$ cat src/rtl/mem_port_arbiter_pkg.sv
// rtl/mem_port_arbiter_pkg.sv - state encodings and default sizes for the memory port arbiter
package mem_port_arbiter_pkg;

  localparam int DEF_ADDR_WIDTH = 16;
  localparam int DEF_REG_WIDTH  = 8;
  localparam int DEF_RESET_HOLD = 2;
  localparam int DEF_DRAIN_MAX  = 16;
  localparam int CNT_WIDTH      = 8;

  typedef enum logic [2:0] {
    ARB_LOAD    = 3'd0,
    ARB_RELEASE = 3'd1,
    ARB_START   = 3'd2,
    ARB_RUN     = 3'd3,
    ARB_DRAIN   = 3'd4,
    ARB_EXT     = 3'd5
  } arb_state_t;

  function automatic logic ext_owns(input arb_state_t s);
    return (s == ARB_LOAD) || (s == ARB_EXT);
  endfunction

endpackage

$ cat src/rtl/mem_port_arbiter_if.sv
// rtl/mem_port_arbiter_if.sv - loader/debug side of the shared memory port
interface mem_port_arbiter_if
  import mem_port_arbiter_pkg::*;
#(
  parameter int ADDR_WIDTH = DEF_ADDR_WIDTH,
  parameter int DATA_WIDTH = DEF_REG_WIDTH
);

  logic                  load_done;
  logic                  ext_req;
  logic                  ext_we;
  logic [ADDR_WIDTH-1:0] ext_addr;
  logic [DATA_WIDTH-1:0] ext_din;
  logic                  ext_gnt;
  logic [DATA_WIDTH-1:0] ext_rdata;
  logic                  ext_rvalid;

  modport master (
    output load_done, ext_req, ext_we, ext_addr, ext_din,
    input  ext_gnt, ext_rdata, ext_rvalid
  );

  modport slave (
    input  load_done, ext_req, ext_we, ext_addr, ext_din,
    output ext_gnt, ext_rdata, ext_rvalid
  );

endinterface

$ cat src/rtl/mem_port_arbiter_counter.sv
// rtl/mem_port_arbiter_counter.sv - loadable down-counter with zero flag, shared by reset hold and drain wait
module arb_down_counter
  import mem_port_arbiter_pkg::*;
#(
  parameter int WIDTH = CNT_WIDTH
) (
  input  logic             clk,
  input  logic             reset_n,
  input  logic             load,
  input  logic [WIDTH-1:0] load_value,
  input  logic             en,
  output logic             zero
);

  logic [WIDTH-1:0] count;

  always_ff @(posedge clk or negedge reset_n) begin
    if (!reset_n) begin
      count <= '0;
    end else if (load) begin
      count <= load_value;
    end else if (en && (count != '0)) begin
      count <= count - 1'b1;
    end
  end

  assign zero = (count == '0);

endmodule

$ cat src/rtl/mem_port_arbiter.sv
// rtl/mem_port_arbiter.sv - shares the memory port between the ext loader and the CPU fetch path
module mem_port_arbiter
  import mem_port_arbiter_pkg::*;
#(
  parameter int ADDR_WIDTH = DEF_ADDR_WIDTH,
  parameter int DATA_WIDTH = DEF_REG_WIDTH,
  parameter int RESET_HOLD = DEF_RESET_HOLD,
  parameter int DRAIN_MAX  = DEF_DRAIN_MAX
) (
  input  logic                  clk,
  input  logic                  reset_n,
  mem_port_arbiter_if.slave     ext,
  input  logic [ADDR_WIDTH-1:0] cpu_addr,
  input  logic                  cpu_we,
  input  logic [DATA_WIDTH-1:0] cpu_din,
  input  logic                  cpu_instr_done,
  output logic                  cpu_stall,
  output logic                  cpu_reset_n,
  output logic                  cpu_start,
  output logic [ADDR_WIDTH-1:0] mem_addr,
  output logic                  mem_we,
  output logic [DATA_WIDTH-1:0] mem_din,
  input  logic [DATA_WIDTH-1:0] mem_dout,
  output logic                  err_timeout
);

  localparam logic [CNT_WIDTH-1:0] HOLD_INIT  = CNT_WIDTH'(RESET_HOLD - 1);
  localparam logic [CNT_WIDTH-1:0] DRAIN_INIT = CNT_WIDTH'(DRAIN_MAX - 1);

  arb_state_t           state, next_state;
  logic                 timeout_hit;
  logic                 cnt_load, cnt_en, cnt_zero;
  logic [CNT_WIDTH-1:0] cnt_value;
  logic                 ext_owner;
  logic                 handover_now;
  logic                 rvalid_q, cpu_reset_q, err_q;

  always_ff @(posedge clk or negedge reset_n) begin
    if (!reset_n) begin
      state <= ARB_LOAD;
    end else begin
      state <= next_state;
    end
  end

  // In DRAIN a dropped request wins over a boundary, which wins over the timeout.
  always_comb begin
    next_state  = state;
    timeout_hit = 1'b0;
    case (state)
      ARB_LOAD:    if (ext.load_done && !ext.ext_req) next_state = ARB_RELEASE;
      ARB_RELEASE: if (cnt_zero) next_state = ARB_START;
      ARB_START:   next_state = ARB_RUN;
      ARB_RUN:     if (ext.ext_req) next_state = cpu_instr_done ? ARB_EXT : ARB_DRAIN;
      ARB_DRAIN: begin
        if (!ext.ext_req) begin
          next_state = ARB_RUN;
        end else if (cpu_instr_done) begin
          next_state = ARB_EXT;
        end else if (cnt_zero) begin
          next_state  = ARB_EXT;
          timeout_hit = 1'b1;
        end
      end
      ARB_EXT:     if (!ext.ext_req) next_state = ARB_RUN;
      default:     next_state = ARB_LOAD;
    endcase
  end

  assign cnt_load  = (next_state != state) &&
                     ((next_state == ARB_RELEASE) || (next_state == ARB_DRAIN));
  assign cnt_value = (next_state == ARB_RELEASE) ? HOLD_INIT : DRAIN_INIT;
  assign cnt_en    = (state == ARB_RELEASE) || (state == ARB_DRAIN);

  arb_down_counter #(
    .WIDTH (CNT_WIDTH)
  ) u_counter (
    .clk        (clk),
    .reset_n    (reset_n),
    .load       (cnt_load),
    .load_value (cnt_value),
    .en         (cnt_en),
    .zero       (cnt_zero)
  );

  assign ext_owner = ext_owns(state);

  always_ff @(posedge clk or negedge reset_n) begin
    if (!reset_n) begin
      rvalid_q    <= 1'b0;
      cpu_reset_q <= 1'b0;
      err_q       <= 1'b0;
    end else begin
      rvalid_q    <= ext.ext_req && ext_owner && !ext.ext_we;
      cpu_reset_q <= (next_state != ARB_LOAD) && (next_state != ARB_RELEASE);
      if (timeout_hit) begin
        err_q <= 1'b1;
      end
    end
  end

  // Select comes only from the registered state, so the port never glitches between owners.
  always_comb begin
    mem_addr = cpu_addr;
    mem_din  = cpu_din;
    mem_we   = 1'b0;
    case (state)
      ARB_LOAD, ARB_EXT: begin
        mem_addr = ext.ext_addr;
        mem_din  = ext.ext_din;
        mem_we   = ext.ext_req && ext.ext_we;
      end
      ARB_START, ARB_RUN, ARB_DRAIN: mem_we = cpu_we;
      default: mem_we = 1'b0;
    endcase
  end

  assign handover_now = ((state == ARB_RUN) || (state == ARB_DRAIN)) &&
                        ext.ext_req && cpu_instr_done;

  assign cpu_stall      = ext_owner || (state == ARB_RELEASE) || handover_now;
  assign cpu_start      = (state == ARB_START);
  assign cpu_reset_n    = cpu_reset_q;
  assign err_timeout    = err_q;
  assign ext.ext_gnt    = ext_owner;
  assign ext.ext_rdata  = mem_dout;
  assign ext.ext_rvalid = rvalid_q;

endmodule
$ cat src/flat_wrapper.sv
// flat-port wrapper written by rule: the top's interface ports become plain ports
module mem_port_arbiter_flat import mem_port_arbiter_pkg::*;
#(
  parameter int ADDR_WIDTH = DEF_ADDR_WIDTH,
  parameter int DATA_WIDTH = DEF_REG_WIDTH,
  parameter int RESET_HOLD = DEF_RESET_HOLD,
  parameter int DRAIN_MAX  = DEF_DRAIN_MAX
)
  (clk, reset_n, cpu_addr, cpu_we, cpu_din, cpu_instr_done, cpu_stall, cpu_reset_n, cpu_start, mem_addr, mem_we, mem_din, mem_dout, err_timeout, ext_load_done, ext_ext_req, ext_ext_we, ext_ext_addr, ext_ext_din, ext_ext_gnt, ext_ext_rdata, ext_ext_rvalid);
  mem_port_arbiter_if #(.ADDR_WIDTH(ADDR_WIDTH), .DATA_WIDTH(DATA_WIDTH)) ext_i ();
  input  logic clk;
  input  logic reset_n;
  input  logic [ADDR_WIDTH-1:0] cpu_addr;
  input  logic cpu_we;
  input  logic [DATA_WIDTH-1:0] cpu_din;
  input  logic cpu_instr_done;
  output logic cpu_stall;
  output logic cpu_reset_n;
  output logic cpu_start;
  output logic [ADDR_WIDTH-1:0] mem_addr;
  output logic mem_we;
  output logic [DATA_WIDTH-1:0] mem_din;
  input  logic [DATA_WIDTH-1:0] mem_dout;
  output logic err_timeout;
  input wire logic [$bits(ext_i.load_done)-1:0] ext_load_done;
  input wire logic [$bits(ext_i.ext_req)-1:0] ext_ext_req;
  input wire logic [$bits(ext_i.ext_we)-1:0] ext_ext_we;
  input wire logic [$bits(ext_i.ext_addr)-1:0] ext_ext_addr;
  input wire logic [$bits(ext_i.ext_din)-1:0] ext_ext_din;
  output wire logic [$bits(ext_i.ext_gnt)-1:0] ext_ext_gnt;
  output wire logic [$bits(ext_i.ext_rdata)-1:0] ext_ext_rdata;
  output wire logic [$bits(ext_i.ext_rvalid)-1:0] ext_ext_rvalid;
  assign ext_i.load_done = ext_load_done;
  assign ext_i.ext_req = ext_ext_req;
  assign ext_i.ext_we = ext_ext_we;
  assign ext_i.ext_addr = ext_ext_addr;
  assign ext_i.ext_din = ext_ext_din;
  assign ext_ext_gnt = ext_i.ext_gnt;
  assign ext_ext_rdata = ext_i.ext_rdata;
  assign ext_ext_rvalid = ext_i.ext_rvalid;
  mem_port_arbiter #(.ADDR_WIDTH(ADDR_WIDTH), .DATA_WIDTH(DATA_WIDTH), .RESET_HOLD(RESET_HOLD), .DRAIN_MAX(DRAIN_MAX)) u_core (.clk(clk), .reset_n(reset_n), .ext(ext_i), .cpu_addr(cpu_addr), .cpu_we(cpu_we), .cpu_din(cpu_din), .cpu_instr_done(cpu_instr_done), .cpu_stall(cpu_stall), .cpu_reset_n(cpu_reset_n), .cpu_start(cpu_start), .mem_addr(mem_addr), .mem_we(mem_we), .mem_din(mem_din), .mem_dout(mem_dout), .err_timeout(err_timeout));
endmodule
$ cat config.mk
export PLATFORM = sky130hd
export DESIGN_NAME = mem_port_arbiter_flat
export DESIGN_NICKNAME = d
export VERILOG_FILES = /design/src/rtl/mem_port_arbiter_pkg.sv /design/src/rtl/mem_port_arbiter_if.sv /design/src/rtl/mem_port_arbiter_counter.sv /design/src/rtl/mem_port_arbiter.sv /design/src/flat_wrapper.sv
export SDC_FILE = /design/constraint.sdc
export NUM_CORES = 1
export LEC_CHECK = 0
export BUFFER_PORTS_ARGS = -buffer_cell sky130_fd_sc_hd__buf_2
export CAP_MARGIN = 0
export CORE_ASPECT_RATIO = 0.9
export CORE_MARGIN = 1
export CORE_UTILIZATION = 42
export CTS_CLUSTER_DIAMETER = 100
export DETAILED_ROUTE_END_ITERATION = 10
export GPL_TIMING_DRIVEN = 0
export PLACE_DENSITY = 0.85
export SLEW_MARGIN = 15
export SYNTH_ARGS = -nofsm -noshare
export SYNTH_HDL_FRONTEND = slang
export SYNTH_SLANG_ARGS = --single-unit
$ cat constraint.sdc
create_clock -name clk -period 3.99 [get_ports clk]
set_input_delay 0.399 -clock clk [delete_from_list [all_inputs] [get_ports clk]]
set_output_delay 0.399 -clock clk [all_outputs]
set_load 0.1 [all_outputs]
# [Word-level counts from Yosys, hierarchy flattened]
# Index checks and enable logic that the tools add are counted.
[totals] wordCells=58 ff_bits=14
[op_classes] addsub=1 mux=19 n_eq_ne=9 reduce_logical=24
[op_table] op="2-to-1 mux 8 bit" n=3
[op_table] op="2-to-1 mux 3 bit" n=7
[op_table] op="one-hot mux 3 bit (6 select lines)" n=1
[op_table] op="2-to-1 mux 16 bit" n=1
[op_table] op="== test 3 bit, second input constant" n=3
[op_table] op="logical AND 1 bit" n=9
[op_table] op="zero test 8 bit" n=1
[op_table] op="nonzero test 8 bit" n=1
[op_table] op="subtractor 8 x 1 -> 8 bit, second input constant" n=1
[op_table] op="== test 3 x 1 -> 1 bit, second input constant" n=2
[op_table] op="== test 3 x 2 -> 1 bit, second input constant" n=2
[op_table] op="logical OR 1 bit" n=6
[op_table] op="2-to-1 mux 1 bit" n=5
[op_table] op="2-to-1 mux 4 bit" n=1
[op_table] op="zero test 3 bit" n=1
[op_table] op="!= test 3 x 1 -> 1 bit, second input constant" n=1
[op_table] op="!= test 3 bit" n=1
[op_table] op="nonzero test 3 bit" n=1
[op_table] op="OR reduction 3 bit" n=1
[op_table] op="zero test 1 bit" n=2
[op_table] op="one-hot mux 1 bit (2 select lines)" n=1
[op_table] op="nonzero test 2 bit" n=1
[op_table] op="OR reduction 2 bit" n=1

# [Logic depth before layout (Yosys ltp)]
[logic_depth] word_depth=9 depth_mapped=6

# [Hierarchy]
# A second synthesis with hierarchy kept.
[unflattened] cells_unflattened=146 area_unflattened_um2=1435.1
[by_module_without_submodules] module="mem_port_arbiter" n_inst=1 area_per_inst_um2=907.1 cells_per_inst=88
[by_module_without_submodules] module="arb_down_counter" n_inst=1 area_per_inst_um2=528.0 cells_per_inst=58

# [Worst setup path after synthesis]
# Ideal clock, no wire load.
[synth_timing] path_kind="register to output" from="register u_core.state[0]" to="output port mem_we" path_buffers=0 path_slack_ns=0.641 arrival_ns=2.950 path_stages_with_launch=4 cell_sequence="dfrtp_1 -> xnor2_2 -> a32oi_1 -> o21ai_0"
[synth_between] elab_chain_len=3 elab_cells_between_ends=8 cone_classes="4 x eq/ne; 1 x mux; 3 x reduce/logical"
[synth_rtl] item="from (decl)" line_no="mem_port_arbiter.sv:30" source="arb_state_t state, next_state;"
[synth_rtl] item="from (signal assigned)" line_no="mem_port_arbiter.sv:42" source="state <= next_state;"
[synth_rtl] item="== test 3 x 2 -> 1 bit (tied with other cells)" line_no="mem_port_arbiter.sv:107" source="case (state)"
[synth_rtl] item="OR reduction 3 bit or OR reduction 2 bit (tied branches)" line_no="mem_port_arbiter.sv:107"
[synth_rtl] item="one-hot mux 1 bit (2 select lines) (*)" line_no="mem_port_arbiter.sv:107"
[synth_rtl] item="to (decl)" line_no="flat_wrapper.sv:21" source="output logic mem_we;"
# Mark *: on every way between the ends. The rest lies on a longest branch, timed or not.

# [Worst setup path after layout]
[layout_timing] from="register u_core.state[0]" to="output port mem_din[3]"
[layout_between] elab_chain_len=3 elab_cells_between_ends=4 cone_classes="1 x eq/ne; 1 x mux; 2 x reduce/logical"
[layout_rtl] item="== test 3 bit or zero test 3 bit (tied branches)" line_no="mem_port_arbiter.sv:107"
[layout_rtl] item="OR reduction 2 bit (*)" line_no="mem_port_arbiter.sv:107"
[layout_rtl] item="2-to-1 mux 8 bit (*)" line_no="mem_port_arbiter.sv:107"
[layout_rtl] item="to (decl)" line_no="flat_wrapper.sv:22" source="output logic [DATA_WIDTH-1:0] mem_din;"
# Marked as above.

==> run_results.csv <==
group,metric,value,unit
place,gp_congestion,0.9147,
timing,slew_headroom,63.37,%
floorplanning,io_pins,102,
floorplanning,core_area,2793,um2
synthesis,synth_seq_area_share,27.70,%
clock_network,cts.path.max_buffers,2,
global_routing,grt_start_max_net_pins,15,
drt,drtIter0Drc,47,
synthesis,synth-edff-count,0,
hold_path,hp-class,"in2async",
global_routing,grt_pass1_wl,5030,um
worst_setup_path,cp-end-kind,"primary output",
drt,drc,0,
worst_setup_path,start_kind,"flop",
clock_network,post-cts-setup-buffers,0,
synthesis,synth_nets,200,
timing,drv_slew,0,
timing,finalSetupViolCount,0,
floorplanning,dieWidth,59.85,um
timing,fin_skew,1.227,ps
worst_setup_path,r2r_slack,2040,ps
global_routing,grt_pass1_vias,1186,
clock_network,cts.reportedPaths.clkPinSlew,80,ps
clock_network,htreeDepth,1,
worst_setup_path,worstPathArrival,2360,ps
synthesis,synth_compound_area_share,19.78,%
clock_network,clk_latency,270,ps
final_layout,layout_commonest_cell,"buf_2",
timing,finalCritPeriodShare,69.05,%
place,dp.final_hpwl,2919,um
flow_run,maxCapViolations,0,
global_routing,grt_overflow_total,0,
synthesis,synth_cell_types,46,
synthesis,synth_fa_ha_area_share,0.9891,%
drt,wirelength,3561,um
clock_network,root_buffer,"clkbuf_4",
global_routing,antenna_found_initial,0,
drt,dr.pass1.iters,4,
drt,antenna_left,0,
final_layout,layout-drive-gt1-share,52.59,%
clock_network,clock-sinks,14,
synthesis,async_flop_share,100.0,%
final_layout,area_delta_synth_final,42.53,%
clock_network,cts_resized,0,
timing,rsz0062_at_grt,"false",
worst_setup_path,reg2regPathDepth,6,
global_routing,busiest_layer,"met2",
synthesis,synthCells,136,
final_layout,final_cell_mix,"96 x buf_2, 18 x mux2_1, 14 x dfrtp_1, 10 x buf_4",
global_routing,met3_usage,2.404,%
synthesis,synth_top_family_by_area,"multiplexers",
floorplanning,rows,18,
synthesis,synth_top_area_share,27.70,%
place,io_buffers,93,
worst_setup_path,startpoint,"u_core.state[0]",
worst_setup_path,crit_type,"reg2out",
synthesis,syn_area,1265,um2
clock_network,cts_buffers,3,
worst_setup_path,regToRegStartpoint,"u_core.u_counter.count[0]",
synthesis,synthMuxAreaShare,22.16,%
floorplanning,chipHeight,54.07,um
floorplanning,dieArea,3236,um2
status,status,"finished clean",
timing,fmax,0.3630,GHz
synthesis,avgSynthCellArea,9.301,um2
global_routing,use_met1,25.95,%
synthesis,synth_area_leaders,"dfrtp_1 28%, mux2_1 16%, buf_4 5.9%",
worst_setup_path,cp_max_fo,10,
drt,wl_per_cell,13.09,um
clock_network,holdBufCountCts,0,
synthesis,synth_top_area_cell,"dfrtp_1",
floorplanning,initial_utilization,45.30,%
synthesis,synthSimpleGateAreaFrac,17.51,%
worst_setup_path,cp.required,3590,ps
synthesis,synth-xor-area-share,2.671,%
timing,period_minus_slack,2755,ps
final_layout,nNetsFinal,298,
timing,fin_tns_setup,0,ps
drt,vias_per_cell,5.239,
timing,finalHoldViolations,0,
timing,worst_slew_pin_slew,544.9,ps
worst_setup_path,r2r_end,"u_core.u_counter.count[6]",
synthesis,ys.flop_type,"dfrtp_1",
synthesis,ys_ff_latch,14,
drt,vias,1425,
clock_network,cts_tree,"done",
synthesis,yosys_warnings,0,
global_routing,grtUsageMet2,37.22,%
global_routing,grt_util_all_layers,20.65,%
final_layout,antennaDiodeCount,0,
routing by layer:
metal	vias to the layer above	routed length [um]
li1	690	-
met1	655	1469
met2	78	1786
met3	2	293
met4	0	10
met5	-	0
worst max-delay path, stage by stage, from the launching register on:
cell and delay [ps]:
dfrtp_1 410, xnor2_2 410, and2_1 190, buf_2 200, buf_4 220, mux2_1 350, buf_2 300
registers in the layout, summed over array words and instances (netlist names):
register                cells
u_core.cpu_reset_n          1
u_core.ext.ext_rvalid       1
u_core.state                3
u_core.u_counter.count      8
u_core.err_timeout          1
layout make-up:
cell class / instances / area (um2)
timing repair buffer: 93 / 465.4
fill: 264 / 989.7
inverter: 6 / 22.52
multi-input combinational: 102 / 798.3
buffer: 14 / 93.84
sequential: 14 / 350.3
tap: 40 / 50.05
clock buffer: 3 / 22.52
per-stage QoR:
stage / instance area (um2) / instances / setup slack [ps] / hold slack (ps) / utilization (%)
floorplan: 1265 / 136 / 641.1 / 103.4 / -
CTS: 1803 / 272 / 1231 / 16.22 / 64.56
global placement: 1780 / 269 / 1574 / 314.0 / 63.75
global route: 1803 / 272 / 1111 / 25.45 / 64.56
finish: 1803 / 272 / 1235 / 8.627 / 64.56
detailed placement: 1780 / 269 / 1537 / 316.2 / 63.75
cells in the mapped netlist, types with 3 or more instances:
| cell type | instances |
|---|---|
| nand2_1 | 3 |
| o21ai_0 | 6 |
| nor2b_1 | 6 |
| a21oi_1 | 9 |
| nand2b_1 | 3 |
| inv_1 | 6 |
| mux2_1 | 18 |
| dfrtp_1 | 14 |
| nor2_1 | 9 |
| mux2_2 | 6 |
| buf_4 | 10 |
| buf_2 | 3 |
how the worst max path moves through the flow:
| stage | cells after the start | to |
|---|---|---|
| 3_3_place_gp | 6 | mem_addr[8] |
| 5_1_grt | 6 | mem_din[1] |
| 3_5_place_dp | 6 | mem_addr[9] |
| 4_1_cts | 6 | mem_addr[9] |
| 6_report | 6 | mem_din[3] |
| 2_1_floorplan | 3 | mem_we |
kinds of logic after synthesis:
kind of cell	count (synthesis)
AOI/OAI and AO/OA	37
and+or+nand+nor	36
muxes	25
buffers and inverters	20
DFF	14
xor gates and xnor gates	3
adders and majority gates	1
Power is not shown: default switching activity piles up to over one toggle a cycle in this logic, so the estimate is an artifact.
